### src/rtl/pae32_pkg.sv
`default_nettype none
// +------------------------------------------------------------------+
// | pae32_pkg : shared types and constants for the PAE32 walker       |
// | Rev 1.0                                                           |
// +------------------------------------------------------------------+
package pae32_pkg;

  typedef enum logic [2:0] {
    ST_IDLE  = 3'd0,
    ST_REQ   = 3'd1,
    ST_CHECK = 3'd2,
    ST_FILL  = 3'd3,
    ST_FAULT = 3'd4
  } ptw_state_t;

  localparam int PTE_V  = 0;
  localparam int PTE_U  = 1;
  localparam int PA_MSB = 31;
  localparam int PA_LSB = 16;

  localparam logic SEL_I = 1'b0;
  localparam logic SEL_D = 1'b1;

  function automatic logic [31:0] pte_addr(input logic [7:0] base_h8, input logic [7:0] va_h8);
    return {base_h8, 14'b0, va_h8, 2'b00};
  endfunction

endpackage
`default_nettype wire

### src/rtl/pae32_ptw_if.sv
`default_nettype none
// +------------------------------------------------------------------+
// | pae32_ptw_if : single-master PTE read handshake                   |
// | Rev 1.0                                                           |
// +------------------------------------------------------------------+
interface pae32_ptw_if;
  logic        mem_req;
  logic [31:0] mem_addr;
  logic        mem_ack;
  logic [31:0] mem_rdata;
  logic        mem_err;

  modport master (output mem_req, output mem_addr,
                  input mem_ack, input mem_rdata, input mem_err);
  modport slave  (input mem_req, input mem_addr,
                  output mem_ack, output mem_rdata, output mem_err);
endinterface
`default_nettype wire

### src/rtl/pae32_ptw_arb.sv
`default_nettype none
// +------------------------------------------------------------------+
// | pae32_ptw_arb : I/D miss arbiter, round-robin or fixed D priority |
// | Rev 1.0                                                           |
// +------------------------------------------------------------------+
module pae32_ptw_arb
  import pae32_pkg::*;
#(
  parameter int RR_ARB = 1
) (
  input  logic clk,
  input  logic rst,
  input  logic i_pend,
  input  logic d_pend,
  input  logic update,
  input  logic served,
  output logic grant
);

  // Resets to D so that the I side wins the first tie.
  logic rr_last;

  always_ff @(posedge clk or posedge rst) begin
    if (rst) begin
      rr_last <= SEL_D;
    end else if (update) begin
      rr_last <= served;
    end
  end

  generate
    if (RR_ARB != 0) begin : g_rr
      always_comb begin
        grant = SEL_I;
        if (i_pend && d_pend) begin
          grant = ~rr_last;
        end else if (d_pend) begin
          grant = SEL_D;
        end
      end
    end else begin : g_fixed
      logic unused_rr;
      assign unused_rr = rr_last ^ i_pend;
      assign grant     = d_pend ? SEL_D : SEL_I;
    end
  endgenerate

endmodule
`default_nettype wire

### src/rtl/pae32_ptw.sv
`default_nettype none
// +------------------------------------------------------------------+
// | pae32_ptw : PAE32 page-table walker and I/D TLB refill sequencer  |
// | Optional: PTW_TIMEOUT_EN adds a bus-ack timeout (TIMEOUT_CYC).    |
// | Rev 1.0                                                           |
// +------------------------------------------------------------------+
module pae32_ptw
  import pae32_pkg::*;
#(
  parameter int TIMEOUT_CYC = 64,
  parameter int RR_ARB      = 1
) (
  input  logic        clk,
  input  logic        rst,
  input  logic        mmu_enable,
  input  logic        supervisor_mode,
  input  logic [7:0]  ipte_h8,
  input  logic [7:0]  dpte_h8,
  input  logic        i_miss,
  input  logic [7:0]  iva_h8,
  input  logic        d_miss,
  input  logic [7:0]  dva_h8,
  pae32_ptw_if.master mem,
  output logic        tlb_we,
  output logic        tlb_sel,
  output logic [7:0]  tlb_va_h8,
  output logic [15:0] tlb_pa_h16,
  output logic        i_done,
  output logic        d_done,
  output logic        i_fault,
  output logic        d_fault,
  output logic        busy
);

  ptw_state_t  state, state_nx;
  logic        side, grant, finish, timeout_hit;
  logic        pte_v, pte_u, pte_err, req_r;
  logic [7:0]  va, sel_va, sel_base;
  logic [15:0] pa;
  logic [31:0] addr_r;
  logic        unused_rdata;

  pae32_ptw_arb #(.RR_ARB(RR_ARB)) u_arb (
    .clk    (clk),
    .rst    (rst),
    .i_pend (i_miss),
    .d_pend (d_miss),
    .update (finish),
    .served (side),
    .grant  (grant)
  );

  assign sel_va   = (grant == SEL_D) ? dva_h8  : iva_h8;
  assign sel_base = (grant == SEL_D) ? dpte_h8 : ipte_h8;

`ifdef PTW_TIMEOUT_EN
  localparam int TO_W = ($clog2(TIMEOUT_CYC) > 0) ? $clog2(TIMEOUT_CYC) : 1;
  logic [TO_W-1:0] to_cnt;

  always_ff @(posedge clk or posedge rst) begin
    if (rst) begin
      to_cnt <= '0;
    end else if (state != ST_REQ) begin
      to_cnt <= '0;
    end else if (!mem.mem_ack) begin
      to_cnt <= to_cnt + 1'b1;
    end
  end

  assign timeout_hit = (state == ST_REQ) && !mem.mem_ack && (to_cnt == TO_W'(TIMEOUT_CYC - 1));
`else
  logic unused_timeout;
  assign unused_timeout = ^TIMEOUT_CYC;
  assign timeout_hit    = 1'b0;
`endif

  // A disabled walker still finishes its bus read, then leaves silently.
  always_comb begin
    state_nx = state;
    case (state)
      ST_IDLE:  if (mmu_enable && (i_miss || d_miss)) state_nx = ST_REQ;
      ST_REQ: begin
        if (mem.mem_ack)      state_nx = ST_CHECK;
        else if (timeout_hit) state_nx = mmu_enable ? ST_FAULT : ST_IDLE;
      end
      ST_CHECK: begin
        if (!mmu_enable)                                    state_nx = ST_IDLE;
        else if (pte_err || !pte_v || (!pte_u && !supervisor_mode)) state_nx = ST_FAULT;
        else                                                state_nx = ST_FILL;
      end
      ST_FILL, ST_FAULT: state_nx = ST_IDLE;
      default:           state_nx = ST_IDLE;
    endcase
  end

  always_ff @(posedge clk or posedge rst) begin
    if (rst) begin
      state   <= ST_IDLE;
      side    <= SEL_I;
      va      <= '0;
      addr_r  <= '0;
      req_r   <= 1'b0;
      pa      <= '0;
      pte_v   <= 1'b0;
      pte_u   <= 1'b0;
      pte_err <= 1'b0;
    end else begin
      state <= state_nx;
      if (state == ST_IDLE && state_nx == ST_REQ) begin
        side   <= grant;
        va     <= sel_va;
        addr_r <= pte_addr(sel_base, sel_va);
        req_r  <= 1'b1;
      end
      if (state == ST_REQ && state_nx != ST_REQ) begin
        req_r <= 1'b0;
      end
      if (state == ST_REQ && mem.mem_ack) begin
        pa      <= mem.mem_rdata[PA_MSB:PA_LSB];
        pte_v   <= mem.mem_rdata[PTE_V];
        pte_u   <= mem.mem_rdata[PTE_U];
        pte_err <= mem.mem_err;
      end
    end
  end

  assign unused_rdata = ^mem.mem_rdata[PA_LSB-1:PTE_U+1];

  assign mem.mem_req  = req_r;
  assign mem.mem_addr = addr_r;

  assign finish     = (state == ST_FILL) || (state == ST_FAULT);
  assign busy       = (state != ST_IDLE);
  assign tlb_we     = (state == ST_FILL);
  assign tlb_sel    = tlb_we & side;
  assign tlb_va_h8  = tlb_we ? va : 8'h00;
  assign tlb_pa_h16 = tlb_we ? pa : 16'h0000;
  assign i_done     = finish && (side == SEL_I);
  assign d_done     = finish && (side == SEL_D);
  assign i_fault    = (state == ST_FAULT) && (side == SEL_I);
  assign d_fault    = (state == ST_FAULT) && (side == SEL_D);

endmodule
`default_nettype wire

### src/flat_wrapper.sv
// flat-port wrapper written by rule: the top's interface ports become plain ports
module pae32_ptw_flat import pae32_pkg::*;
#(
  parameter int TIMEOUT_CYC = 64,
  parameter int RR_ARB      = 1
)
  (clk, rst, mmu_enable, supervisor_mode, ipte_h8, dpte_h8, i_miss, iva_h8, d_miss, dva_h8, tlb_we, tlb_sel, tlb_va_h8, tlb_pa_h16, i_done, d_done, i_fault, d_fault, busy, mem_mem_req, mem_mem_addr, mem_mem_ack, mem_mem_rdata, mem_mem_err);
  pae32_ptw_if mem_i ();
  input  logic clk;
  input  logic rst;
  input  logic mmu_enable;
  input  logic supervisor_mode;
  input  logic [7:0] ipte_h8;
  input  logic [7:0] dpte_h8;
  input  logic i_miss;
  input  logic [7:0] iva_h8;
  input  logic d_miss;
  input  logic [7:0] dva_h8;
  output logic tlb_we;
  output logic tlb_sel;
  output logic [7:0] tlb_va_h8;
  output logic [15:0] tlb_pa_h16;
  output logic i_done;
  output logic d_done;
  output logic i_fault;
  output logic d_fault;
  output logic busy;
  output wire logic [$bits(mem_i.mem_req)-1:0] mem_mem_req;
  output wire logic [$bits(mem_i.mem_addr)-1:0] mem_mem_addr;
  input wire logic [$bits(mem_i.mem_ack)-1:0] mem_mem_ack;
  input wire logic [$bits(mem_i.mem_rdata)-1:0] mem_mem_rdata;
  input wire logic [$bits(mem_i.mem_err)-1:0] mem_mem_err;
  assign mem_mem_req = mem_i.mem_req;
  assign mem_mem_addr = mem_i.mem_addr;
  assign mem_i.mem_ack = mem_mem_ack;
  assign mem_i.mem_rdata = mem_mem_rdata;
  assign mem_i.mem_err = mem_mem_err;
  pae32_ptw #(.TIMEOUT_CYC(TIMEOUT_CYC), .RR_ARB(RR_ARB)) u_core (.clk(clk), .rst(rst), .mmu_enable(mmu_enable), .supervisor_mode(supervisor_mode), .ipte_h8(ipte_h8), .dpte_h8(dpte_h8), .i_miss(i_miss), .iva_h8(iva_h8), .d_miss(d_miss), .dva_h8(dva_h8), .mem(mem_i), .tlb_we(tlb_we), .tlb_sel(tlb_sel), .tlb_va_h8(tlb_va_h8), .tlb_pa_h16(tlb_pa_h16), .i_done(i_done), .d_done(d_done), .i_fault(i_fault), .d_fault(d_fault), .busy(busy));
endmodule
### config.mk
export PLATFORM = sky130hd
export DESIGN_NAME = pae32_ptw_flat
export DESIGN_NICKNAME = d
export VERILOG_FILES = /design/src/rtl/pae32_pkg.sv /design/src/rtl/pae32_ptw_if.sv /design/src/rtl/pae32_ptw_arb.sv /design/src/rtl/pae32_ptw.sv /design/src/flat_wrapper.sv
export SDC_FILE = /design/constraint.sdc
export NUM_CORES = 1
export LEC_CHECK = 0
export ABC_AREA = 1
export BUFFER_PORTS_ARGS = -buffer_cell sky130_fd_sc_hd__buf_4
export CELL_PAD_IN_SITES_DETAIL_PLACEMENT = 1
export CELL_PAD_IN_SITES_GLOBAL_PLACEMENT = 2
export CORE_ASPECT_RATIO = 1.75
export CORE_UTILIZATION = 22
export CTS_BUF_LIST = sky130_fd_sc_hd__clkbuf_4 sky130_fd_sc_hd__clkbuf_8 sky130_fd_sc_hd__clkbuf_16
export DETAILED_ROUTE_END_ITERATION = 8
export GPL_TIMING_DRIVEN = 0
export PLACE_DENSITY = 0.8
export RECOVER_POWER = 25
export SYNTH_ARGS = -nofsm -noshare
export SYNTH_HDL_FRONTEND = slang
export SYNTH_HIERARCHICAL = 1
export SYNTH_SLANG_ARGS = --single-unit
### constraint.sdc
create_clock -name clk -period 1.33 [get_ports clk]
set_input_delay 0.0665 -clock clk [delete_from_list [all_inputs] [get_ports clk]]
set_output_delay 0.0665 -clock clk [all_outputs]
set_load 0.01 [all_outputs]
==> flow_metrics.py <==
metrics = {
    "status": {
        "run_status": "complete, but fails checks",
        "failed_checks": "setup timing",
    },
    "sta": {
        "min_period_over_period": 1.07,
        "hold_viol_final": 0,
        "worst_pin_slew_ns": 0.864,
        "min_period_ns": 1.43,
        "skew_ns": 0.00325,
        "slew_headroom": 0.423,
        "finalMaxSlewViolations": 0,
        "fin_setup_tns_ns": -2.29,
        "setup_violations": 31,
        "rsz0062_at_grt": "yes",
        "max_freq_mhz": 700,
        "setup_slack_ns": -0.0985,
    },
    "placement": {
        "place_area_sq_um": 3250,
        "port_buffers": 105,
        "globalplace.congestion": 0.710,
        "dp_slack_ns": -0.346,
        "dp_hpwl_mm": 5.44,
    },
    "yosys": {
        "synth_top_cell_by_area": "dfrtp_1",
        "synth_seq_cells": 41,
        "synth_cells": 307,
        "yosysWarnings": 6,
        "ys_seq_area_frac": 0.457,
        "synthesis.area_sq_um": 2250,
        "post-synth-top-area-fraction": 0.445,
        "synth_area_leaders": "dfrtp_1, nand2_1, inv_1, o21ai_0, nor2_1",
        "postSynthAreaPerCell_sq_um": 7.33,
        "ys_types": 18,
    },
    "cells_and_area": {
        "post-route-util": 0.397,
        "n_fill_cell": 1234,
        "antenna_cells": 0,
        "area_delta_synth_final_pct": 74.8,
        "fin_area_sq_um": 3930,
        "drive_above_1_share": 0.449,
        "layout.nets": 534,
    },
    "grt": {
        "grt_pass1_vias": 2447,
        "grt_pass1_wl_mm": 11.2,
        "grt-ovfl-total": 0,
        "grt_usage": 0.138,
        "grt_start_max_net_pins": 41,
        "antenna_found_initial": 0,
    },
    "critical_path": {
        "required_ns": 1.26,
        "r2r_slack_ns": -0.02,
        "cp.arrival_ns": 1.36,
        "cp-end-kind": "output pin",
        "critical_path.max_fanout": 6,
        "start_kind": "register",
        "worstSetupPathType": "register to output pin",
    },
    "pwr": {
        "vdd_drop_max_mv": 0.586,
        "p_total_mw": 6.54,
        "power_leakage_nw": 2.09,
        "powerDensity_nw_per_um2": 1660,
    },
    "die": {
        "start_util": 0.227,
        "die_area_sq_um": 10600,
        "die_w_um": 78.4,
        "fp-row-count": 48,
        "coreArea_sq_um": 9910,
        "die_h_um": 136,
        "io_pins": 136,
    },
    "routing": {
        "routed_wl_mm": 7.53,
        "routed_via_density": 4.01,
        "ant_nets": 0,
        "drt_iter0_markers": 30,
        "vias": 2360,
        "dr.pass1.iters": 3,
        "post_drt_wl_per_cell_um": 12.8,
        "drc": 0,
    },
    "job": {
        "cap_violations": 0,
    },
    "clocking": {
        "path_clk_slew_ns": 0.06,
        "cts_buffers": 5,
        "cts_tree": "yes",
        "cts.sinks": 41,
        "cts_root_buf": "clkbuf_16",
        "htreeDepth": 2,
        "clock_path_buffers": 2,
        "worstSkewPairLatency_ns": 0.28,
    },
    "worst_hold_path": {
        "hp-class": "primary input to register",
    },
}
metal layers:
metal | track usage | wire length, um
met3 | 0.0242 | 331
met5 | 0 | 0
met1 | 0.129 | 2580
met2 | 0.280 | 4490
met4 | 0.0617 | 124
sequential cells by signal, indices dropped and copies added, names as in the netlist, 3 cells and up:
register,flops
u_core/va,7
u_core/pa,16
u_core/mem.mem_addr,9
u_core/state,3
layout make-up:
type | count | area, sq um | share of cell area
buffer | 27 | 235 | 0.0598
clock buffer | 8 | 148 | 0.0375
inverter | 54 | 205 | 0.0522
multi-input combinational | 201 | 1110 | 0.281
sequential | 41 | 1030 | 0.262
tap | 125 | 156 | 0.0398
timing repair buffer | 132 | 1050 | 0.268
per-stage QoR:
stage	hold WS [ns]	std cells
3_5_place_dp	0.0933	552
2_1_floorplan	-0.0438	322
5_1_grt	0.00402	588
6_report	0.000520	588
3_3_place_gp	0.0838	552
4_1_cts	0.000273	577
report_power, final:
group	internal (mW)	switching (mW)
Combinational	1.36	1.80
Clock	0.759	0.460
Sequential	1.84	0.320
worst paths after layout:
| kind | from | end | cells past startpoint |
|---|---|---|---|
| setup / recovery | u_core/state[2] | tlb_va_h8[4] | 5 |
| hold / removal | mem_mem_rdata[23] | u_core/pa[7] | 3 |
| setup reg to reg | u_core/state[1] | u_core/pa[9] | 6 |
| hold reg to reg | u_core/mem.mem_addr[25] | u_core/mem.mem_addr[25] | 2 |
| max in group asynchronous | rst | u_core/state[1] | 3 |
| min in group asynchronous | rst | u_core/u_arb/rr_last | 3 |
logic make-up after synthesis:
kind of cell | synth area share
simple gates | 0.270
flops | 0.457
buf+inv | 0.182
compound gates | 0.0901
other cells | 0.00167
worst max-delay path, stage by stage, from the launching register on:
cell     delay (ns)
dfrtp_2        0.44
inv_2          0.09
nand3_4        0.15
buf_6          0.19
nor2_2         0.08
buf_4          0.12
Yosys cell counts, drive strengths merged:
cell      n
a21oi     2
buf      25
clkbuf    2
conb      1
dfrtp    40
dfstp     1
inv      54
nand2   101
nand3     4
nor2     39
nor3      1
o21ai    37
placed cells by master (no fill, tap or decap), types with 2 or more instances in the layout:
cell type / count
clkbuf_4: 4
nand2_4: 7
buf_2: 2
conb_1: 16
buf_12: 2
nand3_1: 2
o21ai_1: 7
buf_6: 19
o21ai_2: 6
dfrtp_2: 2
nor2_1: 10
buf_4: 105
nand2_2: 12
nor2_2: 15
dfrtp_1: 38
nand2_1: 82
inv_2: 4
clkbuf_1: 18
clkbuf_16: 7
o21ai_0: 24
buf_8: 2
dlygate4sd3_1: 8
inv_1: 49
nor2_4: 14
repair_timing:
item / 4_1_cts / 5_1_grt
resized for setup: 60 / 59
pin swaps: 6 / 7
hold endpoints to repair: 7 / 1
gates cloned: 2 / 5
setup buffers: 8 / 5
endpoints found under the setup margin: 51 / 65
hold buffers: 7 / 1
Power figures use the tool's default switching activity.
